<file path="src/rtl/count_session_arbiter_pkg.sv">
// count_session_arbiter_pkg
//   Shared definitions for the count session arbiter. It holds the state
//   encoding and a ceiling-log2 helper that sizes the owner and
//   round-robin pointer registers.
package count_session_arbiter_pkg;

   localparam logic [1:0] S_IDLE  = 2'd0;
   localparam logic [1:0] S_COUNT = 2'd1;
   localparam logic [1:0] S_DONE  = 2'd2;

   // Returns ceil(log2(value)). A value of 1 returns 0.
   function automatic int clog2(input int value);
      int result;
      int remaining;
      result    = 0;
      remaining = value - 1;
      while (remaining > 0) begin
         result    = result + 1;
         remaining = remaining >> 1;
      end
      return result;
   endfunction

endpackage

</file>
<file path="src/rtl/count_session_arbiter_event_counter.sv">
// event_counter
//   W-bit up counter with a synchronous clear and a count enable.
//   Clear has priority over enable.
//   Ports:
//     clk    in  1  clock
//     reset  in  1  synchronous reset, active low
//     clr_i  in  1  load zero on the next edge
//     en_i   in  1  increment on the next edge
//     cnt_o  out W  current count
module event_counter #(
   parameter int W = 4
) (
   input  logic         clk,
   input  logic         reset,
   input  logic         clr_i,
   input  logic         en_i,
   output logic [W-1:0] cnt_o
);

   logic [W-1:0] cnt_q;
   logic [W-1:0] cnt_d;

   always_comb begin
      cnt_d = cnt_q;
      if (clr_i) begin
         cnt_d = '0;
      end else if (en_i) begin
         cnt_d = cnt_q + W'(1);
      end
   end

   always_ff @(posedge clk) begin
      if (!reset) begin
         cnt_q <= '0;
      end else begin
         cnt_q <= cnt_d;
      end
   end

   assign cnt_o = cnt_q;

endmodule

</file>
<file path="src/rtl/count_session_arbiter.sv">
// count_session_arbiter
//   This block shares one W-bit event counter among N requesters. Grants are
//   given round-robin. A granted session counts x pulses until the count
//   equals the target that was latched at grant time. The block then pulses
//   done for the owner for one cycle.
//   Ports:
//     clk     in  1    clock
//     reset   in  1    synchronous reset, active low
//     req     in  N    level session requests
//     target  in  N*W  packed targets, requester i at target[i*W +: W]
//     x       in  1    event strobe
//     gnt     out N    registered one-hot grant
//     busy    out 1    session in progress (COUNT or DONE)
//     cnt     out W    current session count
//     done    out N    one-cycle completion pulse to the owner
module count_session_arbiter
   import count_session_arbiter_pkg::*;
#(
   parameter int N = 4,
   parameter int W = 4
) (
   input  logic           clk,
   input  logic           reset,
   input  logic [N-1:0]   req,
   input  logic [N*W-1:0] target,
   input  logic           x,
   output logic [N-1:0]   gnt,
   output logic           busy,
   output logic [W-1:0]   cnt,
   output logic [N-1:0]   done
);

   localparam int PW = clog2(N);

   logic [1:0]    state_q,  state_d;
   logic [N-1:0]  gnt_q,    gnt_d;
   logic [PW-1:0] owner_q,  owner_d;
   logic [PW-1:0] rr_ptr_q, rr_ptr_d;
   logic [W-1:0]  tgt_q,    tgt_d;

   logic          grant;
   logic          match;
   logic          owner_req;
   logic          cnt_en;
   logic [PW-1:0] owner_inc;

   logic [2*N-1:0] req_dbl;
   logic [N-1:0]   req_rot;
   logic [PW-1:0]  rot_off;
   logic [PW:0]    sel_sum;
   logic [PW-1:0]  sel;

   // Round-robin pick. Rotate req so that rr_ptr sits at bit 0. Take the
   // lowest set bit. Then add rr_ptr back, modulo N.
   always_comb begin
      req_dbl = {req, req} >> rr_ptr_q;
      req_rot = req_dbl[N-1:0];
      rot_off = '0;
      for (int i = N - 1; i >= 0; i--) begin
         if (req_rot[i]) begin
            rot_off = PW'(i);
         end
      end
      sel_sum = {1'b0, rot_off} + {1'b0, rr_ptr_q};
      if (sel_sum >= (PW+1)'(N)) begin
         sel_sum = sel_sum - (PW+1)'(N);
      end
      sel = sel_sum[PW-1:0];
   end

   assign owner_inc = (owner_q == PW'(N - 1)) ? '0 : owner_q + PW'(1);
   assign owner_req = req[owner_q];
   assign match     = (cnt == tgt_q);
   // Stop counting when a match occurs or the owner aborts. This keeps cnt
   // from moving past the target and holds cnt still on an abort.
   assign cnt_en    = (state_q == S_COUNT) & x & ~match & owner_req;

   event_counter #(.W(W)) u_event_counter (
      .clk   (clk),
      .reset (reset),
      .clr_i (grant),
      .en_i  (cnt_en),
      .cnt_o (cnt)
   );

   // State register
   always_ff @(posedge clk) begin
      if (!reset) begin
         state_q  <= S_IDLE;
         gnt_q    <= '0;
         owner_q  <= '0;
         rr_ptr_q <= '0;
         tgt_q    <= '0;
      end else begin
         state_q  <= state_d;
         gnt_q    <= gnt_d;
         owner_q  <= owner_d;
         rr_ptr_q <= rr_ptr_d;
         tgt_q    <= tgt_d;
      end
   end

   // Next-state logic
   always_comb begin
      state_d  = state_q;
      gnt_d    = gnt_q;
      owner_d  = owner_q;
      rr_ptr_d = rr_ptr_q;
      tgt_d    = tgt_q;
      grant    = 1'b0;
      case (state_q)
         S_IDLE: begin
            if (|req) begin
               grant   = 1'b1;
               state_d = S_COUNT;
               gnt_d   = N'(1) << sel;
               owner_d = sel;
               tgt_d   = target[sel*W +: W];
            end
         end
         S_COUNT: begin
            if (!owner_req) begin
               state_d  = S_IDLE;
               gnt_d    = '0;
               rr_ptr_d = owner_inc;
            end else if (match) begin
               state_d = S_DONE;
            end
         end
         S_DONE: begin
            state_d  = S_IDLE;
            gnt_d    = '0;
            rr_ptr_d = owner_inc;
         end
         default: begin
            state_d = S_IDLE;
            gnt_d   = '0;
         end
      endcase
   end

   // Output logic
   always_comb begin
      gnt  = gnt_q;
      busy = (state_q != S_IDLE);
      done = gnt_q & {N{state_q == S_DONE}};
   end

endmodule

</file>
<file path="config.mk">
export PLATFORM = sky130hd
export DESIGN_NAME = count_session_arbiter
export DESIGN_NICKNAME = d
export VERILOG_FILES = /design/src/rtl/count_session_arbiter_pkg.sv /design/src/rtl/count_session_arbiter_event_counter.sv /design/src/rtl/count_session_arbiter.sv
export SDC_FILE = /design/constraint.sdc
export NUM_CORES = 1
export LEC_CHECK = 0
export BUFFER_PORTS_ARGS = -buffer_cell sky130_fd_sc_hd__buf_2
export CAP_MARGIN = 20
export CORE_AREA = 3 3 53 55
export CTS_BUF_LIST = sky130_fd_sc_hd__clkbuf_8 sky130_fd_sc_hd__clkbuf_16
export DETAILED_ROUTE_END_ITERATION = 8
export DIE_AREA = 0 0 56 58
export PLACE_DENSITY = 0.8
export SYNTH_ARGS = -nofsm -noshare
export SYNTH_HDL_FRONTEND = slang
export SYNTH_SLANG_ARGS = --single-unit
</file>
<file path="constraint.sdc">
create_clock -name clk -period 5.57 [get_ports clk]
set_clock_uncertainty 0.2 [all_clocks]
set_input_delay 1.114 -clock clk [delete_from_list [all_inputs] [get_ports clk]]
set_output_delay 1.114 -clock clk [all_outputs]
set_load 0.005 [all_outputs]
</file>
==> results of run 1 <==
[critical path, cell delays in order]
cell and delay (ps):
sky130_fd_sc_hd__buf_2 160, sky130_fd_sc_hd__nand2_1 100, sky130_fd_sc_hd__nor2_1 40, sky130_fd_sc_hd__a211oi_1 220, sky130_fd_sc_hd__a31oi_1 80, sky130_fd_sc_hd__a211o_1 250, sky130_fd_sc_hd__ha_1 620, sky130_fd_sc_hd__mux2i_1 170
sky130_fd_sc_hd__or3_1 330, sky130_fd_sc_hd__o311a_2 140, sky130_fd_sc_hd__o21ai_1 120
[routing by layer]
metal	up-vias	GRT usage, %
met2	45	31.72
met3	6	2.227
met5	-	0
met1	559	24.01
li1	596	-
met4	0	8.814
[logic make-up (layout without fill, tap and decap cells)]
| family | Yosys count | after routing | share of synthesized area (%) |
|---|---|---|---|
| simple gates | 63 | 63 | 26.93 |
| compound gates | 30 | 30 | 19.12 |
| flops | 18 | 18 | 28.10 |
| mux | 12 | 12 | 10.34 |
| xor+xnor | 11 | 11 | 7.512 |
| buf+inv | 9 | 39 | 5.073 |
| fa+ha+maj | 3 | 3 | 2.927 |
[placed cells by master (no fill, tap or decap), drive strengths merged, types with 2 or more instances in the layout]
cell type  count
and2           5
mux2i         11
nor3          14
nand2         11
clkbuf         4
buf           35
nand3          2
o21ai          8
o211ai         2
dfxtp         18
xnor2          4
or3            4
o311a          4
nor2          14
a21oi          2
nor4           2
a22o           2
o21a           3
ha             3
xor2           7
nor2b          6
a32o           2
[area by class of cell]
class                      instances  area, um^2
fill                             220       947.2
multi-input combinational        119       857.1
sequential                        18       360.3
timing repair buffer              35       175.2
clock buffer                       4       55.05
tap                               30       37.54
[state kept, by name (all words and copies together), names as in the netlist]
signal	count
gnt	4
tgt_q	4
u_event_counter.cnt_o	4
owner_q	2
rr_ptr_q	2
state_q	2
[worst paths after layout]
check	from	endpoint	slack (ps)	depth (start not counted)
worst max-delay path	req[2]	tgt_q[1]	2200	11
worst min-delay path	tgt_q[0]	tgt_q[0]	270	2
worst max register to register	rr_ptr_q[0]	tgt_q[1]	2660	9
worst min register to register	tgt_q[0]	tgt_q[0]	270	2
[stage by stage]
step	setup WS (ps)	power [mW]
final	2196	0.5340
after global routing	2018	0.5706
after CTS	2212	0.5348
after detailed placement	1950	0.4281
after global placement	2066	0.4154
after floorplan	2270	0.3787
[power by group through the flow]
| stage | registers, mW | logic, mW | clock network, mW |
|---|---|---|---|
| detailed placement | 0.193 | 0.235 | 0 |
| global route | 0.195 | 0.262 | 0.113 |
| CTS | 0.191 | 0.238 | 0.106 |
| floorplan | 0.181 | 0.197 | 0 |
| global placement | 0.191 | 0.224 | 0 |
| finish | 0.191 | 0.237 | 0.105 |
==> run metrics, run 1 <==
mean post-synth cell area=8.784 um^2; DIE AREA=3248 um^2; Pleak=0.6370 nW; switching power=0.2037 mW; class of the tightest hold or removal check=reg -> reg; average via count per standard cell=5.854; Synth Warn #=0; Placeable Area=2432 um^2; fmax=0.2964 GHz; proportion of power drawn by combinational gates=44.5%; Main synth FF type=sky130_fd_sc_hd__dfxtp_1; routability congestion estimate from global placement=0.8312; Seq/Total Area, Yosys=28.10%; final antenna-violating net count=0; met2 routed WL=1423 um; run status=finished clean; TritonCTS buffer count=3; largest net degree at the start of global routing=19; number of antenna violations at the first check in global routing=0; data arrival time of the critical path=3360 ps; library cell occupying the most area in the post-synthesis netlist=sky130_fd_sc_hd__dfxtp_1; top-area cell type share of the netlist area=28.10%; Final setup viols=0; number of hold-slack violations in the final timing report=0; maximum buffer depth of the clock tree=2; count of instances resized after the clock tree is built=0; number of buffers inserted to repair setup after CTS=0; worst endpoint required time=5550 ps; Clock power frac=19.7%; Power Density=359.6 nW/um^2; layout cells sized above 1=30.68%; final non-filler cell total=206; minimum clock period after layout=3374 ps; met3 wire length=205 um; detailed-route wire length per cell=14.28 um; slew margin rel.=51.06%; share of synthesized registers carrying an async set or reset=0%; number of violations of the max-capacitance limit=0; diode insertion count for antenna repair=0; GR Overflow Total=0; Commonest cells post-synth=sky130_fd_sc_hd__dfxtp_1 (18), sky130_fd_sc_hd__nor3_1 (14), sky130_fd_sc_hd__nor2_1 (12); Total Routing Usage GR=18.78%; Worst-Margin Slew=731.7 ps; floorplan die height=58 um; final cell area excluding filler cells=1485 um^2; share of the clock period used by the worst path=60.57%; sequential share of power=35.8%; setup repair after global routing missed its margin=no; number of enable flip-flop cells after synthesis=0; DP Wirelength=2208 um; placed insts=202; Initial DRT Pass Iterations=4; Post-Syn Nets=172; crit end category=flop; total cell area at the placement stage=1430 um^2; Chip Width=56 um; startpoint kind of the worst setup timing path=input pin; Port Buffers=35; site row count=18; total vias in the final route=1,206; starting density of the core=52.73%; count leader, synth=sky130_fd_sc_hd__dfxtp_1; wire length on met1=1262 um; Syn Std Cell Area=1282 um^2; Clock Pin Slew Worst Setup and Hold Paths=60 ps; CTS tree=done; DR iter-0 viols=31; final WL=2942 um; post-synthesis sequential element count=18; number of clock sinks seen by CTS=18; H-Tree Level Count=1; switch share=38.14%; setup_tns=0 ps; highest metal layer with signal wires=met4; count of pins over their slew limit=0; clock insertion delay at the later pin of the skew report=250 ps; final design utilization=61.06%; number of instances in the synthesized netlist=146; global-route wire length before repair=4933 um; master cell of the clock root buffer=sky130_fd_sc_hd__clkbuf_8; maximum VDD drop=246.8 uV; number of nets at the end of the flow=203; number of distinct standard cells referenced by the synthesized netlist=44; type of the worst setup path=in -> reg; boundary pin count=36; via count of the first global-routing pass=1,130; Layout Area Growth over Synthesis=15.80%; number of remaining DRC errors=0; Internal Dissipation=0.3304 mW; worst hold slack=269.0 ps; CP Max Fanout=12; hold buffer count at CTS=0; cell types with the largest area share after synthesis=sky130_fd_sc_hd__dfxtp_1 (28%), sky130_fd_sc_hd__mux2i_1 (8.6%), sky130_fd_sc_hd__nor3_1 (5.5%)
Power figures use the tool's default switching activity.
==> run 2: changes to the inputs <==
--- a/config.mk
+++ b/config.mk
@@ -7,11 +7,11 @@
 export LEC_CHECK = 0
 export BUFFER_PORTS_ARGS = -buffer_cell sky130_fd_sc_hd__buf_2
 export CAP_MARGIN = 20
-export CORE_AREA = 3 3 53 55
+export CORE_AREA = 3 3 57 59
 export CTS_BUF_LIST = sky130_fd_sc_hd__clkbuf_8 sky130_fd_sc_hd__clkbuf_16
 export DETAILED_ROUTE_END_ITERATION = 8
-export DIE_AREA = 0 0 56 58
-export PLACE_DENSITY = 0.8
+export DIE_AREA = 0 0 60 62
+export PLACE_DENSITY = 0.73
 export SYNTH_ARGS = -nofsm -noshare
 export SYNTH_HDL_FRONTEND = slang
 export SYNTH_SLANG_ARGS = --single-unit
==> constraint.sdc (replaced) <==
create_clock -name clk -period 3.1 [get_ports clk]
set_clock_uncertainty 0.2 [all_clocks]
set_input_delay 0.62 -clock clk [delete_from_list [all_inputs] [get_ports clk]]
set_output_delay 0.62 -clock clk [all_outputs]
set_load 0.005 [all_outputs]
==> run 2 against run 1 <==
Net effect:
- first-iteration DRC count down 42%
- count of clock-buffer cells in the layout unchanged
- power up 80%
- flip-flop and latch count unchanged
- final area up 0.59%
- clock power up 80%
- hold slack better by 4.3 ps
- highest routed layer unchanged
==> run metrics, run 2 (synthesis results as in run 1) <==
run status=finished clean; Final setup viols=0; commonest non-fill, non-tap cell in the layout=sky130_fd_sc_hd__buf_2; startpoint kind of the worst setup timing path=flop; worst endpoint required time=3050 ps; boundary pin count=36; total vias in the final route=1,189; Layout Area Growth over Synthesis=16.49%; CP Max Fanout=12; multi-input combinational cell area=857.1 um^2; via count of the first global-routing pass=1,141; number of clock sinks seen by CTS=18; floorplan die height=62 um; global-route wire length before repair=4968 um; end point of the most critical hold path=tgt_q[0]; global-route layer with the greatest usage=met2; CTS tree=done; number of buffers inserted to repair setup after CTS=0; crit end category=flop; minimum clock period after layout=2789 ps; Initial DRT Pass Iterations=4; power consumption=0.9608 mW; type of the worst setup path=reg -> reg; filler cell count in the final layout=250; Chip Width=60 um; GR Overflow Total=0; average via count per standard cell=5.716; Port Buffers=35; largest net degree at the start of global routing=19; H-Tree Level Count=1; DP Wirelength=2354 um; most frequent cells in the layout=sky130_fd_sc_hd__buf_2 (35), sky130_fd_sc_hd__dfxtp_1 (18), sky130_fd_sc_hd__nor3_1 (14); starting density of the core=46.51%; M2 GR Usage=31.79%; count of instances resized after the clock tree is built=0; DR iter-0 viols=18; fmax=0.3585 GHz; count of pins over their slew limit=0; final WL=2883 um; class of the tightest hold or removal check=reg -> reg; setup_tns=0 ps; Hold Crit Depth=2; number of remaining DRC errors=0; slew margin rel.=52.39%; launch point of the worst reg-to-reg path=rr_ptr_q[0]; worst reg-to-reg path cell count=8; Worst-Margin Slew=711.7 ps; Placeable Area=2758 um^2; global routing usage on met1=20.38%; final antenna-violating net count=0; hold path start=tgt_q[0]; GR Layer Usage met3=3.719%; maximum buffer depth of the clock tree=2; Clock Pin Slew Worst Setup and Hold Paths=70 ps; TritonCTS buffer count=3; number of hold-slack violations in the final timing report=0; Power Density=643.2 nW/um^2; setup repair after global routing missed its margin=no; share of the clock period used by the worst path=89.98%; number of violations of the max-capacitance limit=0; master cell of the clock root buffer=sky130_fd_sc_hd__clkbuf_8; Critical Path Start=rr_ptr_q[0]; number of nets at the end of the flow=204; maximum VDD drop=508.0 uV; diode insertion count for antenna repair=0; DIE AREA=3720 um^2; reg2reg end=gnt[1]; total area of sequential cells=360.3 um^2; detailed-route wire length per cell=13.86 um; hold buffer count at CTS=0; site row count=19; number of antenna violations at the first check in global routing=0; routability congestion estimate from global placement=0.7428; Total Routing Usage GR=17.21%; clock insertion delay at the later pin of the skew report=250 ps; Pleak=0.6419 nW; layout cells sized above 1=31.07%; data arrival time of the critical path=2740 ps; worst reg2reg setup slack=310 ps
## run 2: area by class of cell
type                    instances  area share (%)
clock buffers                   4           3.685
multi-input cells             119           57.37
flip-flops and latches         18           24.12
well taps                      31           2.596
repair buffers                 36           12.23
## run 2: how the worst max path moves through the flow
stage / depth (start not counted) / slack [ps] / end
2_1_floorplan: 12 / 290 / tgt_q[2]
3_3_place_gp: 10 / 160 / tgt_q[1]
3_5_place_dp: 9 / 80 / gnt[1]
4_1_cts: 9 / 340 / tgt_q[3]
5_1_grt: 9 / 20 / tgt_q[3]
6_report: 8 / 310 / gnt[1]
## run 2: critical path: stages, from the launching register on
cell,delay (ps)
sky130_fd_sc_hd__dfxtp_1,570
sky130_fd_sc_hd__nor2_1,90
sky130_fd_sc_hd__a211oi_1,250
sky130_fd_sc_hd__a31oi_1,70
sky130_fd_sc_hd__a211o_1,240
sky130_fd_sc_hd__ha_1,210
sky130_fd_sc_hd__xor2_1,580
sky130_fd_sc_hd__xnor2_1,200
sky130_fd_sc_hd__a32o_1,280
## run 2: where the power goes
group          switching [mW]  internal (mW)
logic                   0.223          0.202
registers              0.0601          0.287
clock network          0.0760          0.113
total                   0.359          0.601
## run 2: per-stage QoR
step | cell area, um^2 | hold slack (ps) | std cells | worst slack, ps | util (%)
CTS | 1494 | 277.8 | 208 | 338.3 | 54.17
finish | 1494 | 273.3 | 208 | 310.6 | 54.17
detailed placement | 1439 | 263.5 | 204 | 78.82 | 52.18
global placement | 1439 | 266.9 | 204 | 164.2 | 52.18
floorplan | 1282 | 236.8 | 146 | 293.8 | -
global route | 1494 | 296.5 | 208 | 20.45 | 54.17
## run 2: metal layers
| metal | vias to the layer above | routed length [um] |
|---|---|---|
| met5 | - | 0 |
| met1 | 548 | 1176 |
| met4 | 0 | 42 |
| met3 | 6 | 179 |
| li1 | 597 | - |
| met2 | 38 | 1483 |
==> run 3: changes to the inputs <==
--- a/config.mk
+++ b/config.mk
@@ -7,11 +7,11 @@
 export LEC_CHECK = 0
 export BUFFER_PORTS_ARGS = -buffer_cell sky130_fd_sc_hd__buf_2
 export CAP_MARGIN = 20
-export CORE_AREA = 3 3 57 59
+export CORE_AREA = 3 3 53 55
 export CTS_BUF_LIST = sky130_fd_sc_hd__clkbuf_8 sky130_fd_sc_hd__clkbuf_16
 export DETAILED_ROUTE_END_ITERATION = 8
-export DIE_AREA = 0 0 60 62
-export PLACE_DENSITY = 0.73
+export DIE_AREA = 0 0 56 58
+export PLACE_DENSITY = 0.8
 export SYNTH_ARGS = -nofsm -noshare
 export SYNTH_HDL_FRONTEND = slang
 export SYNTH_SLANG_ARGS = --single-unit
==> constraint.sdc (replaced) <==
create_clock -name clk -period 3.6 [get_ports clk]
set_clock_uncertainty 0.2 [all_clocks]
set_input_delay 0.72 -clock clk [delete_from_list [all_inputs] [get_ports clk]]
set_output_delay 0.72 -clock clk [all_outputs]
set_load 0.005 [all_outputs]
==> run 3 against run 2 <==
Net effect:
- first-iteration DRC count rose by 28%
- die area fell by 13%
- critical path depth is 2 higher
- count of clock-buffer cells in the layout is 1 lower
- flip-flop and latch count unchanged
- final area down 0.50%
- largest power group unchanged
==> run metrics, run 3 (synthesis results as in run 1) <==
number of buffers inserted to repair setup after CTS=0; minimum clock period after layout=2943 ps; worst reg2reg setup slack=740 ps; master cell of the clock root buffer=sky130_fd_sc_hd__clkbuf_8; worst endpoint required time=3580 ps; setup repair after global routing missed its margin=no; total cell area at the placement stage=1445 um^2; number of clock sinks seen by CTS=18; most frequent cells in the layout=sky130_fd_sc_hd__buf_2 (35), sky130_fd_sc_hd__dfxtp_1 (18), sky130_fd_sc_hd__nor3_1 (14); share of the clock period used by the worst path=81.74%; final design utilization=61.11%; startpoint kind of the worst setup timing path=input pin; total vias in the final route=1,205; Worst-Margin Slew=625.7 ps; launch point of the worst reg-to-reg path=rr_ptr_q[0]; Clock Pin Slew Worst Setup and Hold Paths=60 ps; Power Density=541.5 nW/um^2; H-Tree Level Count=1; maximum VDD drop=327.1 uV; Layout Area Growth over Synthesis=15.90%; Final setup viols=0; crit end category=flop; count of instances resized after the clock tree is built=0; final cell area excluding filler cells=1486 um^2; diode insertion count for antenna repair=0; starting density of the core=52.73%; commonest non-fill, non-tap cell in the layout=sky130_fd_sc_hd__buf_2; Chip Width=56 um; clock insertion delay at the later pin of the skew report=250 ps; number of hold-slack violations in the final timing report=0; placed insts=204; worst hold slack=270.4 ps; type of the worst setup path=in -> reg; count of pins over their slew limit=0; TritonCTS buffer count=3; final antenna-violating net count=0; DR iter-0 viols=23; setup_tns=0 ps; worst-case setup slack after placement=404.2 ps; Port Buffers=35; Total Routing Usage GR=19.19%; CTS tree=done; DP Wirelength=2227 um; worst path setup slack after routing=657.5 ps; hold buffer count at CTS=0; via count of the first global-routing pass=1,175; number of antenna violations at the first check in global routing=0; Initial DRT Pass Iterations=4; DIE AREA=3248 um^2; data arrival time of the critical path=2930 ps; number of nets at the end of the flow=205; global-route wire length before repair=5037 um; site row count=18; slew margin rel.=58.20%; hold path start=tgt_q[2]; Critical Path Start=req[0]; run status=finished clean; maximum buffer depth of the clock tree=2; power consumption=0.8048 mW; class of the tightest hold or removal check=reg -> reg; CP Max Fanout=12; largest net degree at the start of global routing=19; Pleak=0.6394 nW; fmax=0.3398 GHz; average via count per standard cell=5.821; boundary pin count=36; final non-filler cell total=207; Placeable Area=2432 um^2; layout cells sized above 1=31.07%; floorplan die height=58 um; number of remaining DRC errors=0; number of violations of the max-capacitance limit=0; detailed-route wire length per cell=13.54 um; routability congestion estimate from global placement=0.8365; final WL=2802 um; GR Overflow Total=0
==> run 3: changes by cell type in the layout (fill, tap and decap cells not counted), sizes merged <==
cell and change:
clkbuf -1, buf +1
==> run 3: critical path: stages <==
cell and delay (ps):
sky130_fd_sc_hd__buf_2 200, sky130_fd_sc_hd__nor2_1 60, sky130_fd_sc_hd__a211oi_1 240, sky130_fd_sc_hd__a31oi_1 60
sky130_fd_sc_hd__a211o_1 240, sky130_fd_sc_hd__ha_1 630, sky130_fd_sc_hd__mux2i_1 190, sky130_fd_sc_hd__or3_1 330
sky130_fd_sc_hd__o311a_2 140, sky130_fd_sc_hd__o21ai_1 120
==> run 3: area by class of cell <==
type / count / area [um^2]
Clock buffer: 3 / 41.29
Timing Repair Buffer: 37 / 190.2
Sequential cell: 18 / 360.3
Multi-Input combinational cell: 119 / 857.1
Tap cell: 30 / 37.54
Fill cell: 227 / 945.9
==> run 3: path summary, 6_finish.rpt <==
kind	end	cells past startpoint
worst max register to register	tgt_q[3]	9
worst max-delay path	tgt_q[3]	10
worst min register to register	tgt_q[2]	2
worst min-delay path	tgt_q[2]	2
==> run 3: metal layers <==
layer  GRT usage [%]  wire length (um)  vias up
met5               0                 0        -
met4           8.814                49        0
met3           4.009               172        6
met2           31.89              1294       41
met1           23.97              1285      558
li1                -                 -      600
==> run 3: power by group <==
part | switching [mW] | leakage [nW] | internal (mW) | total, mW
registers | 0.0486 | 0.148 | 0.247 | 0.296
clock network | 0.0621 | 0.0216 | 0.0743 | 0.136
logic | 0.198 | 0.470 | 0.175 | 0.373
